## src/rtl/wrr_arbiter.sv

```systemverilog
// ---------------------------------------------------------------------------
// wrr_arbiter
//
// Weighted round-robin arbiter for NUM_REQ bus masters sharing one
// single-port resource. One requester is granted per cycle. A granted
// requester keeps the grant for up to its weight (burst quota) in
// consecutive cycles. After that, priority rotates past it. All outputs
// are registered, so there is no combinational path from req_i to gnt_o.
//
// Parameters:
//   NUM_REQ  number of requesters (>= 2)
//   CNT_W    width of each weight field and of the burst counter
//   ID_W     width of the grant index (derived from NUM_REQ)
//
// Ports:
//   clk          clock, all state updates on the rising edge
//   reset        asynchronous, active-high reset
//   req_i        request vector, bit k belongs to requester k
//   weight_i     per-requester quota, field k = bits [k*CNT_W +: CNT_W].
//                It is sampled only when a grant is issued, and a weight
//                of 0 behaves like 1.
//   gnt_o        registered one-hot grant, all-zero when idle
//   gnt_id_o     index of the granted requester, 0 when idle
//   gnt_valid_o  high exactly when gnt_o is non-zero
// ---------------------------------------------------------------------------
module wrr_arbiter #(
  parameter  int NUM_REQ = 4,
  parameter  int CNT_W   = 4,
  localparam int ID_W    = $clog2(NUM_REQ)
) (
  input  logic                     clk,
  input  logic                     reset,
  input  logic [NUM_REQ-1:0]       req_i,
  input  logic [NUM_REQ*CNT_W-1:0] weight_i,
  output logic [NUM_REQ-1:0]       gnt_o,
  output logic [ID_W-1:0]          gnt_id_o,
  output logic                     gnt_valid_o
);

  // Outcome of each clock edge. These values are listed in priority order.
  typedef enum logic [1:0] {
    DEC_HOLD,
    DEC_ARB,
    DEC_IDLE
  } decision_t;

  // Arbitration state. owner is the last granted requester, and it is also
  // the round-robin pointer. It is not changed in idle cycles, so fairness
  // carries across gaps in traffic.
  logic [ID_W-1:0]    owner;
  logic               busy;
  logic [CNT_W-1:0]   remaining;

  // Winner of the rotating search. This is only meaningful when found is set.
  logic               found;
  logic [ID_W-1:0]    win_id;
  logic [NUM_REQ-1:0] win_onehot;
  logic [CNT_W-1:0]   win_weight;

  decision_t          decision;

  // Rotating priority search. The search starts just after the owner and
  // wraps around, so the owner is examined last. This puts the current
  // owner at the lowest priority when it re-arbitrates. If the owner is the
  // only requester, it still wins, and it gets a new quota without an idle
  // cycle. The winner's weight is selected here so that the quota is
  // sampled on the edge that issues the grant.
  always_comb begin
    int cand;
    found      = 1'b0;
    win_id     = '0;
    win_onehot = '0;
    win_weight = '0;
    cand       = 0;
    for (int i = 1; i <= NUM_REQ; i++) begin
      cand = int'(owner) + i;
      if (cand >= NUM_REQ) begin
        cand = cand - NUM_REQ;
      end
      if (!found && req_i[cand]) begin
        found            = 1'b1;
        win_id           = ID_W'(cand);
        win_onehot[cand] = 1'b1;
        win_weight       = weight_i[cand*CNT_W +: CNT_W];
      end
    end
  end

  // Choose what this edge does. A burst continues only when three things
  // are true: the owner still requests, a grant is live, and more than one
  // quota cycle is left. Otherwise the arbiter searches again. This means a
  // request that drops in the middle of a burst releases the resource on
  // the same edge, and the unused quota is thrown away.
  always_comb begin
    decision = DEC_IDLE;
    if (busy && req_i[owner] && (remaining > CNT_W'(1))) begin
      decision = DEC_HOLD;
    end else if (found) begin
      decision = DEC_ARB;
    end
  end

  // Registered state and outputs. Reset sets the pointer to the last
  // requester, so requester 0 wins the first arbitration after reset.
  // remaining is decremented only while it is above one, so it can never
  // underflow. A weight of zero loads as one, so every grant lasts at
  // least one cycle.
  always_ff @(posedge clk or posedge reset) begin
    if (reset) begin
      gnt_o       <= '0;
      gnt_id_o    <= '0;
      gnt_valid_o <= 1'b0;
      owner       <= ID_W'(NUM_REQ - 1);
      busy        <= 1'b0;
      remaining   <= '0;
    end else begin
      case (decision)
        DEC_HOLD: begin
          remaining <= remaining - CNT_W'(1);
        end
        DEC_ARB: begin
          gnt_o       <= win_onehot;
          gnt_id_o    <= win_id;
          gnt_valid_o <= 1'b1;
          owner       <= win_id;
          busy        <= 1'b1;
          remaining   <= (win_weight == '0) ? CNT_W'(1) : win_weight;
        end
        default: begin
          gnt_o       <= '0;
          gnt_id_o    <= '0;
          gnt_valid_o <= 1'b0;
          busy        <= 1'b0;
          remaining   <= '0;
        end
      endcase
    end
  end

endmodule

```

## config.mk

```make
export PLATFORM = sky130hd
export DESIGN_NAME = wrr_arbiter
export DESIGN_NICKNAME = d
export VERILOG_FILES = /design/src/rtl/wrr_arbiter.sv
export SDC_FILE = /design/constraint.sdc
export NUM_CORES = 1
export LEC_CHECK = 0
export CAP_MARGIN = 20
export CORE_MARGIN = 5
export CORE_UTILIZATION = 54
export DETAILED_ROUTE_END_ITERATION = 8
export GPL_TIMING_DRIVEN = 0
export PLACE_DENSITY = 0.81
export SETUP_SLACK_MARGIN = 0.1
export SLEW_MARGIN = 10
export SYNTH_ARGS = -nofsm -noshare
export SYNTH_HDL_FRONTEND = slang
export SYNTH_SLANG_ARGS = --single-unit
```

## constraint.sdc

```tcl
create_clock -name clk -period 4.05 [get_ports clk]
set_clock_uncertainty 0.05 [all_clocks]
set_input_delay 0.6075 -clock clk [delete_from_list [all_inputs] [get_ports clk]]
set_output_delay 0.6075 -clock clk [all_outputs]
set_load 0.01 [all_outputs]
```

# Yosys cells after proc, flatten, opt, wreduce, memory -nomap -nowiden
# Cells that the tools add are included.
# Widths: inputs -> output; s select.
# totals
input_bits	22
ff_bits	13
out_inout_bits	7
# classes
eq_ne	1
shift	4
add_sub_neg	9
mux	49
bitwise	3
reduce_logical	14
magnitude_cmp	14
# op_table
operator	n
$ge 32x1->1 const B	4
$lt 32x4->1 const B	4
$mux 32	4
$shiftx 16x32->4	4
$mux 4	9
$mux 1	17
$pmux 4 s2	2
$mux 2	6
$or 4x4->4	3
$sub 3x3->4 const B	3
$bmux 1 s2	5
$ge 3x3->1 const B	3
$logic_and 1x1->1	9
$demux 1 s2	4
$add 2x2->3 const B	2
$sub 4x3->5 const B	1
$add 2x3->4 const B	1
$ge 4x3->1 const B	1
$gt 4x1->1 const B	1
$logic_not 4->1	1
$pmux 2 s2	1
$sub 4x1->4 const B	1
$add 2x1->3 const B	1
$logic_not 1->1	3
other kinds (4)	4

# Depth between registers and ports, before layout
# Gate-level depths: netlist (run 1).
# logic_depth
word_depth	20
mapped_depth	13
mapped_depth_nobuf	8

# Worst setup path after synthesis (run 1)
# OpenSTA, ideal clock, no wires.
# synth_path
path_type	register to register
start	register owner[0]
end	register remaining[2]
stages_incl_launch_ff	12
path_buffers	5
setup_slack_ns	1.079
arrival_ns	2.797
cell_sequence	dfstp_2 > buf_6 > buf_6 > buf_4 > inv_1 > ha_1 > clkbuf_1 > clkbuf_1 > mux4_2 > a211oi_1 > a21oi_1 > mux2_2
# synth_between
elab_chain_len	20
# synth_lines
item	line	text
start: declaration	50	logic [ID_W-1:0] owner;
start signal: assignment	113	owner <= ID_W'(NUM_REQ - 1);
start signal: assignment	125	owner <= win_id;
$add 2x1->3	76	cand = int'(owner) + i;
$sub 3x3->4 or $ge 3x3->1 (tied branches)	78, 77	
$mux 32	77	if (cand >= NUM_REQ) begin
$bmux 1 s2	80	if (!found && req_i[cand]) begin
$mux 1 (implied by the code) (2 in a row)	80	
$mux 1	80	
$logic_not 1->1	80	
$logic_and 1x1->1	80	
[... 3 more ...]	n/a	
$mux 1	80	
$logic_not 1->1	80	
$logic_and 1x1->1	80	
$mux 1	80	
$mux 2	98	end else if (found) begin
$mux 2	96	if (busy && req_i[owner] && (remaining > CNT_W'(1))) begin
$eq 2x1->1 or $logic_not 2->1 (tied branches)	117	case (decision)
$pmux 4 s2 *	117	
end signal: assignment	119	remaining <= remaining - CNT_W'(1);
end signal: assignment	127	remaining <= (win_weight == '0) ? CNT_W'(1) : win_weight;
end: declaration	52	logic [CNT_W-1:0] remaining;
# Every way passes the cells marked *; elsewhere a longest branch is shown, timed or not. The select of a mux whose other input is x is not followed.
# A chain may end at the register's enable or synchronous reset.

# Worst setup path after layout (run 1)
# layout_path
start	register owner[0]
end	register remaining[0]
# Same word-level chain as after synthesis.

==> out/results.txt, run 1 <==
Vias per inst - 6.69
Synth Flop Type - dfrtp_1
Main combinational cell family by area after synthesis - multiplexers
Die Wd - 65.7 µm
Gp weighted congestion - 0.895
Initial antenna violation count - 0
Overall routing resource usage - 21.7%
Post-synth EDFFs - 0
GR Overflow Total - 0
Cell Area, Synth - 1680 µm²
Cts bufs inserted - 3
Pwr Density - 866 nW/µm²
# DRC - 0
CP max FO - 10
DPL Wire Length - 3.44 mm
I/O pin count - 29
Clk Latency, worst-skew pair - 0.28 ns
Detailed Routing Iterations Pass 1 - 4
Final cycle utilization of the critical path - 88.7%
Critical Path RT - 4.18 ns
Crit path DAT - 3.72 ns
Commonest non-fill, non-tap cell in the layout - clkdlybuf4s50_1
# Post-CTS Setup Buffers - 0
Inserted Diodes - 0
Seq/Total Area, Yosys - 19.6%
Clock power frac - 4.6%
Synth Area in Adders - 7.47%
Detailed Route WL - 4.40 mm
Logic pwr share - 80.6%
Die height - 65.7 µm
Core Area - 3000 µm²
Clock transition at path regs - 0.08 ns
Total power - 1.74 mW
Dpl cells - 237
Final setup viols - 0
Syn avg cell area - 9.47 µm²
Placed Area - 1990 µm²
Psw - 835 µW
Slew at the pin closest to its max-slew limit - 0.877 ns
Internal reg-to-reg setup slack - 0.46 ns
Post-Synth Simple-Gate Area - 13.6%
Sw frac - 47.9%
Setup CP Type - flop to flop
Setup TNS - 0 ns
Post-synth ARST share - 100%
Initial DRC count - 121
Yosys reg bits - 13
Worst Hold Class - flop to flop
Layout cell share with drive strength beyond 1 - 18.8%
Worst hold slack - 0.434 ns
P_leak - 0.855 nW
Port bufs - 27
Fmax - 278 MHz
Max-slew violation count - 0
Most frequent cells in the layout - clkdlybuf4s50_1, nand2_1, a22o_1
Clk sinks - 13
Number of global-route vias before repair - 1672
Max-cap violations - 0
Final Hold Viols - 0
Final non-filler cell total - 241
Area Growth Syn to Fin - 20.2%
Min Clock Period, post-route - 3.59 ns
CTS Buffer Depth - 2
CP Capture Type - flop
Synth Area in XOR/XNOR - 1.05%
Pin count of the biggest net entering global routing - 14
Clock root buffer - clkbuf_4
Syn. warnings - 0
Std-Cell Rows - 20
Internal Power - 909 µW
Crit start category - flop
Routed Antenna Nets - 0
CTS H-tree lvls - 1
WL/cell - 18.3 µm
Final Cell Area - 2010 µm²
Synth Instances - 177
TritonCTS clock tree - built
Initial Util - 55.8%
Slew margin rel. - 40.6%
Syn_nets - 209
Worst VDD drop - 0.486 mV
First-pass GRT wire length - 7.27 mm
Mux cell area share after synthesis - 26.1%
Status - complete, no violations
Sequential power share - 14.8%
Die area - 4320 µm²
Netlist cell types - 48
Net count, final - 241
RSZ-0062 raised after global routing - no
Post-synthesis compound-gate area fraction - 25.1%
CTS resizes - 0
Post-CTS Hold Buffers - 0
Vias - 1613
## worst max-delay path, stage by stage, from the launching register on
cell and delay, ns:
dfstp_2 0.59, buf_6 0.14, buf_6 0.17, buf_4 0.21, inv_1 0.14, ha_1 0.30
clkbuf_1 0.32, mux4_2 0.27, buf_2 0.23, nand2b_1 0.29, o22ai_1 0.15, a211oi_1 0.25
a21oi_1 0.10, o31ai_1 0.26
## worst paths after layout
| path | start | end | cells after the start |
|---|---|---|---|
| max | owner[0] | remaining[0] | 13 |
| min | gnt_id_o[1] | gnt_id_o[1] | 2 |
| max reg2reg | owner[0] | remaining[0] | 13 |
| min reg2reg | gnt_id_o[1] | gnt_id_o[1] | 2 |
| max in group asynchronous | reset | owner[1] | 2 |
| min in group asynchronous | reset | busy | 2 |
## cell families (layout without fill, tap and decap cells)
group / after synthesis / count (layout)
AO/OA/AOI/OAI: 54 / 54
AND/OR/NAND/NOR: 47 / 47
multiplexers: 31 / 31
buffers and inverters: 20 / 51
flip-flops: 13 / 13
adder cells (fa/ha/maj): 10 / 10
XOR/XNOR: 2 / 2
## flip-flops by register name, summed over array words and instances (netlist names)
signal     cells
remaining      4
busy           1
gnt_o          4
gnt_id_o       2
owner          2
## synth_stat cells, types with 2 or more instances
| library cell | number | area [µm²] |
|---|---|---|
| nor2_1 | 8 | 30.0 |
| nand2_1 | 21 | 78.8 |
| nand3b_1 | 2 | 15.0 |
| dfstp_2 | 2 | 52.6 |
| buf_2 | 5 | 25.0 |
| xor2_1 | 2 | 17.5 |
| inv_1 | 6 | 22.5 |
| a211oi_1 | 2 | 15.0 |
| a22o_1 | 13 | 114 |
| clkbuf_1 | 3 | 11.3 |
| and2_1 | 2 | 12.5 |
| dfrtp_1 | 11 | 275 |
| buf_6 | 4 | 45.0 |
| mux4_2 | 9 | 203 |
| mux2_2 | 12 | 135 |
| a21oi_1 | 6 | 30.0 |
| a22oi_1 | 5 | 37.5 |
| nor3_1 | 3 | 15.0 |
| buf_4 | 2 | 15.0 |
| nor2b_1 | 3 | 18.8 |
| o21ai_0 | 3 | 15.0 |
| ha_1 | 10 | 125 |
| nand2b_1 | 2 | 12.5 |
| o22ai_1 | 5 | 31.3 |
| a222oi_1 | 4 | 40.0 |
| mux2i_1 | 10 | 100 |
## power groups by stage
stage               sequential [mW]  combinational, mW  clock [mW]
finish                        0.258               1.41      0.0800
global route                  0.269               1.52      0.0891
CTS                           0.258               1.39      0.0810
detailed placement            0.260               1.38           0
global placement              0.257               1.33           0
floorplan                     0.260               1.06           0
## final cells by class
type,count,area [µm²]
Sequential cell,13,328
Buffer,14,96.3
Timing Repair Buffer,27,270
Fill cell,247,990
Tap cell,33,41.3
Inverter,6,22.5
Clock buffer,4,26.3
Multi-Input combinational cell,144,1230
## per-layer routing
layer / track usage [%] / part of all wire [%] / wire, µm / vias to the layer above
li1: - / - / - / 755
met1: 25.1 / 40 / 1760 / 769
met2: 38.8 / 51 / 2240 / 78
met3: 4.10 / 7.0 / 309 / 11
met4: 8.55 / 2.1 / 91 / 0
met5: 0 / 0 / 0 / -
## metrics by stage
step                      setup WS, ns  utilization [%]
after floorplan                   1.08                -
after global placement           0.619             66.2
after detailed placement         0.538             66.2
after CTS                        0.517             67.0
after global routing             0.311             67.0
final                            0.458             67.0
No activity file was read; power rests on OpenSTA's default activity.
==> run 2, diff against run 1 <==
Settings changed: CORE_ASPECT_RATIO set to 0.6.
==> run 2 against run 1 <==
Compared with the run above:
- fmax grew 0.21%
- via count rose by 4.8%
- critical path depth is the same
- clock power is 45% higher
- routed wire length up 4.5%
- sequential cell count did not move
- sequential share of layout area shrank 0.24 points
- critical endpoint is now remaining[3]
- highest routed layer unchanged
==> out/results.txt, run 2 (synthesis results as in run 1) <==
Status - complete, no violations
CTS resizes - 0
Setup ws final - 0.466 ns
RSZ-0062 raised after global routing - no
I/O pin count - 29
P_leak - 0.863 nW
# Post-CTS Setup Buffers - 0
Top Metal Used - met4
FF/Latch Area - 328 µm²
GR Overflow Total - 0
Die area - 4350 µm²
Commonest non-fill, non-tap cell in the layout - clkdlybuf4s50_1
CP Capture Type - flop
WL met2 - 2.04 mm
Hold depth - 2
Crit path max-delay family - buffers and inverters
Hold path endpoint - gnt_id_o[1]
Initial DRC count - 139
DR WL met3 - 401 µm
Min-Delay Startpoint - gnt_id_o[1]
Slew at the pin closest to its max-slew limit - 0.845 ns
Max-slew violation count - 0
CP max FO - 10
Worst R2R Start - owner[0]
Vias - 1690
CTS Buffer Depth - 2
Critical Path Max Stage Delay - 0.61 ns
Initial antenna violation count - 0
Final Hold Viols - 0
TritonCTS clock tree - built
# DRC - 0
Pwr Density - 884 nW/µm²
Critical-path cell list - buf_6, buf_6, buf_4, inv_1, ha_1, clkbuf_1, mux4_2, buf_2, nand2b_1, o22ai_1, a211oi_1, a21oi_1, a22o_1
Crit start category - flop
Cts bufs inserted - 3
Max-cap violations - 0
Die Wd - 81.9 µm
Gp weighted congestion - 0.902
Clk Latency, worst-skew pair - 0.25 ns
Slew margin rel. - 42.8%
Setup CP Type - flop to flop
Setup TNS - 0 ns
Worst Hold Class - flop to flop
Port bufs - 27
Crit Reg-Reg Endpoint - remaining[3]
DPL Wire Length - 3.47 mm
Slowest stage cell on the critical path - dfstp_2
Detailed Route WL - 4.60 mm
Clock root buffer - clkbuf_8
Final setup viols - 0
Final cycle utilization of the critical path - 88.5%
Core Area - 2930 µm²
Layout cell share with drive strength beyond 1 - 18.8%
Post-CTS Hold Buffers - 0
Area Growth Syn to Fin - 22.0%
Pin count of the biggest net entering global routing - 14
WL/cell - 18.4 µm
Clock transition at path regs - 0.05 ns
Min Clock Period, post-route - 3.58 ns
FILL cells - 226
Critical path's most frequent cell - buf_6
CTS H-tree lvls - 1
Vias per inst - 6.76
Routed Antenna Nets - 0
Detailed Routing Iterations Pass 1 - 5
Place WS - 0.509 ns
Internal reg-to-reg setup slack - 0.47 ns
Std-Cell Rows - 15
Worst VDD drop - 0.388 mV
Multi-input gate area - 1230 µm²
First-pass GRT wire length - 7.58 mm
Most frequent cells in the layout - clkdlybuf4s50_1, nand2_1, a22o_1
Clk sinks - 13
Fmax - 279 MHz
Number of global-route vias before repair - 1596
Inserted Diodes - 0
Initial Util - 57.2%
Overall routing resource usage - 22.7%
Metal-1 WL - 2.06 mm
WP buf/inv - 6
Net count, final - 241
Crit path DAT - 3.72 ns
Critical Path RT - 4.18 ns
Die height - 53.1 µm
Largest registers - gnt_o x4, remaining x4
Register-to-Register Path Depth - 13
## run 2: cell count changes in the layout (fill, tap and decap cells not counted)
cell,previous run,this run
clkbuf_4,3,0
clkbuf_8,0,3
## run 2: how the worst max path moves through the flow
stage | cells past startpoint | end | start
final | 13 | remaining[3] | owner[0]
after global routing | 13 | remaining[0] | owner[0]
after CTS | 11 | remaining[2] | owner[0]
after detailed placement | 13 | remaining[0] | owner[0]
after global placement | 13 | remaining[0] | owner[0]
after floorplan | 11 | remaining[2] | owner[0]
## run 2: power breakdown
| part | switching, mW | leakage [nW] | internal (mW) |
|---|---|---|---|
| Combinational | 0.756 | 0.685 | 0.669 |
| Sequential | 0.0617 | 0.155 | 0.204 |
| Clock | 0.0463 | 0.0228 | 0.0696 |
## run 2: layout make-up
class	instances	share of cell area [%]
Clock buffer	4	2.20
Timing Repair Buffer	27	13.2
Tap cell	42	2.57
Buffer	14	4.72
Sequential cell	13	16.0
Multi-Input combinational cell	144	60.1
Inverter	6	1.10
## run 2: routing by layer
layer	vias up	global-route usage [%]
li1	754	-
met1	831	31.1
met2	93	37.0
met3	12	4.42
met4	0	5.25
met5	-	0
## run 2: through the flow
| stage | instance area, µm² | std cells | hold slack (ns) | power (mW) | utilization (%) |
|---|---|---|---|---|---|
| CTS | 2040 | 250 | 0.453 | 1.78 | 69.8 |
| detailed placement | 2000 | 246 | 0.434 | 1.66 | 68.2 |
| global placement | 2000 | 246 | 0.404 | 1.61 | 68.2 |
| finish | 2040 | 250 | 0.453 | 1.81 | 69.8 |
| global route | 2040 | 250 | 0.474 | 1.93 | 69.8 |
| floorplan | 1680 | 177 | 0.433 | 1.32 | - |
## run 2: worst register-to-register path: cells and delay by family, from the launching register on
family	cells	cell delay [ns]
and+or+nand+nor	1	0.26
AOI/OAI and AO/OA	4	0.70
buffers and inverters	6	1.23
adders and majority gates	1	0.32
DFF	1	0.61
muxes	1	0.36
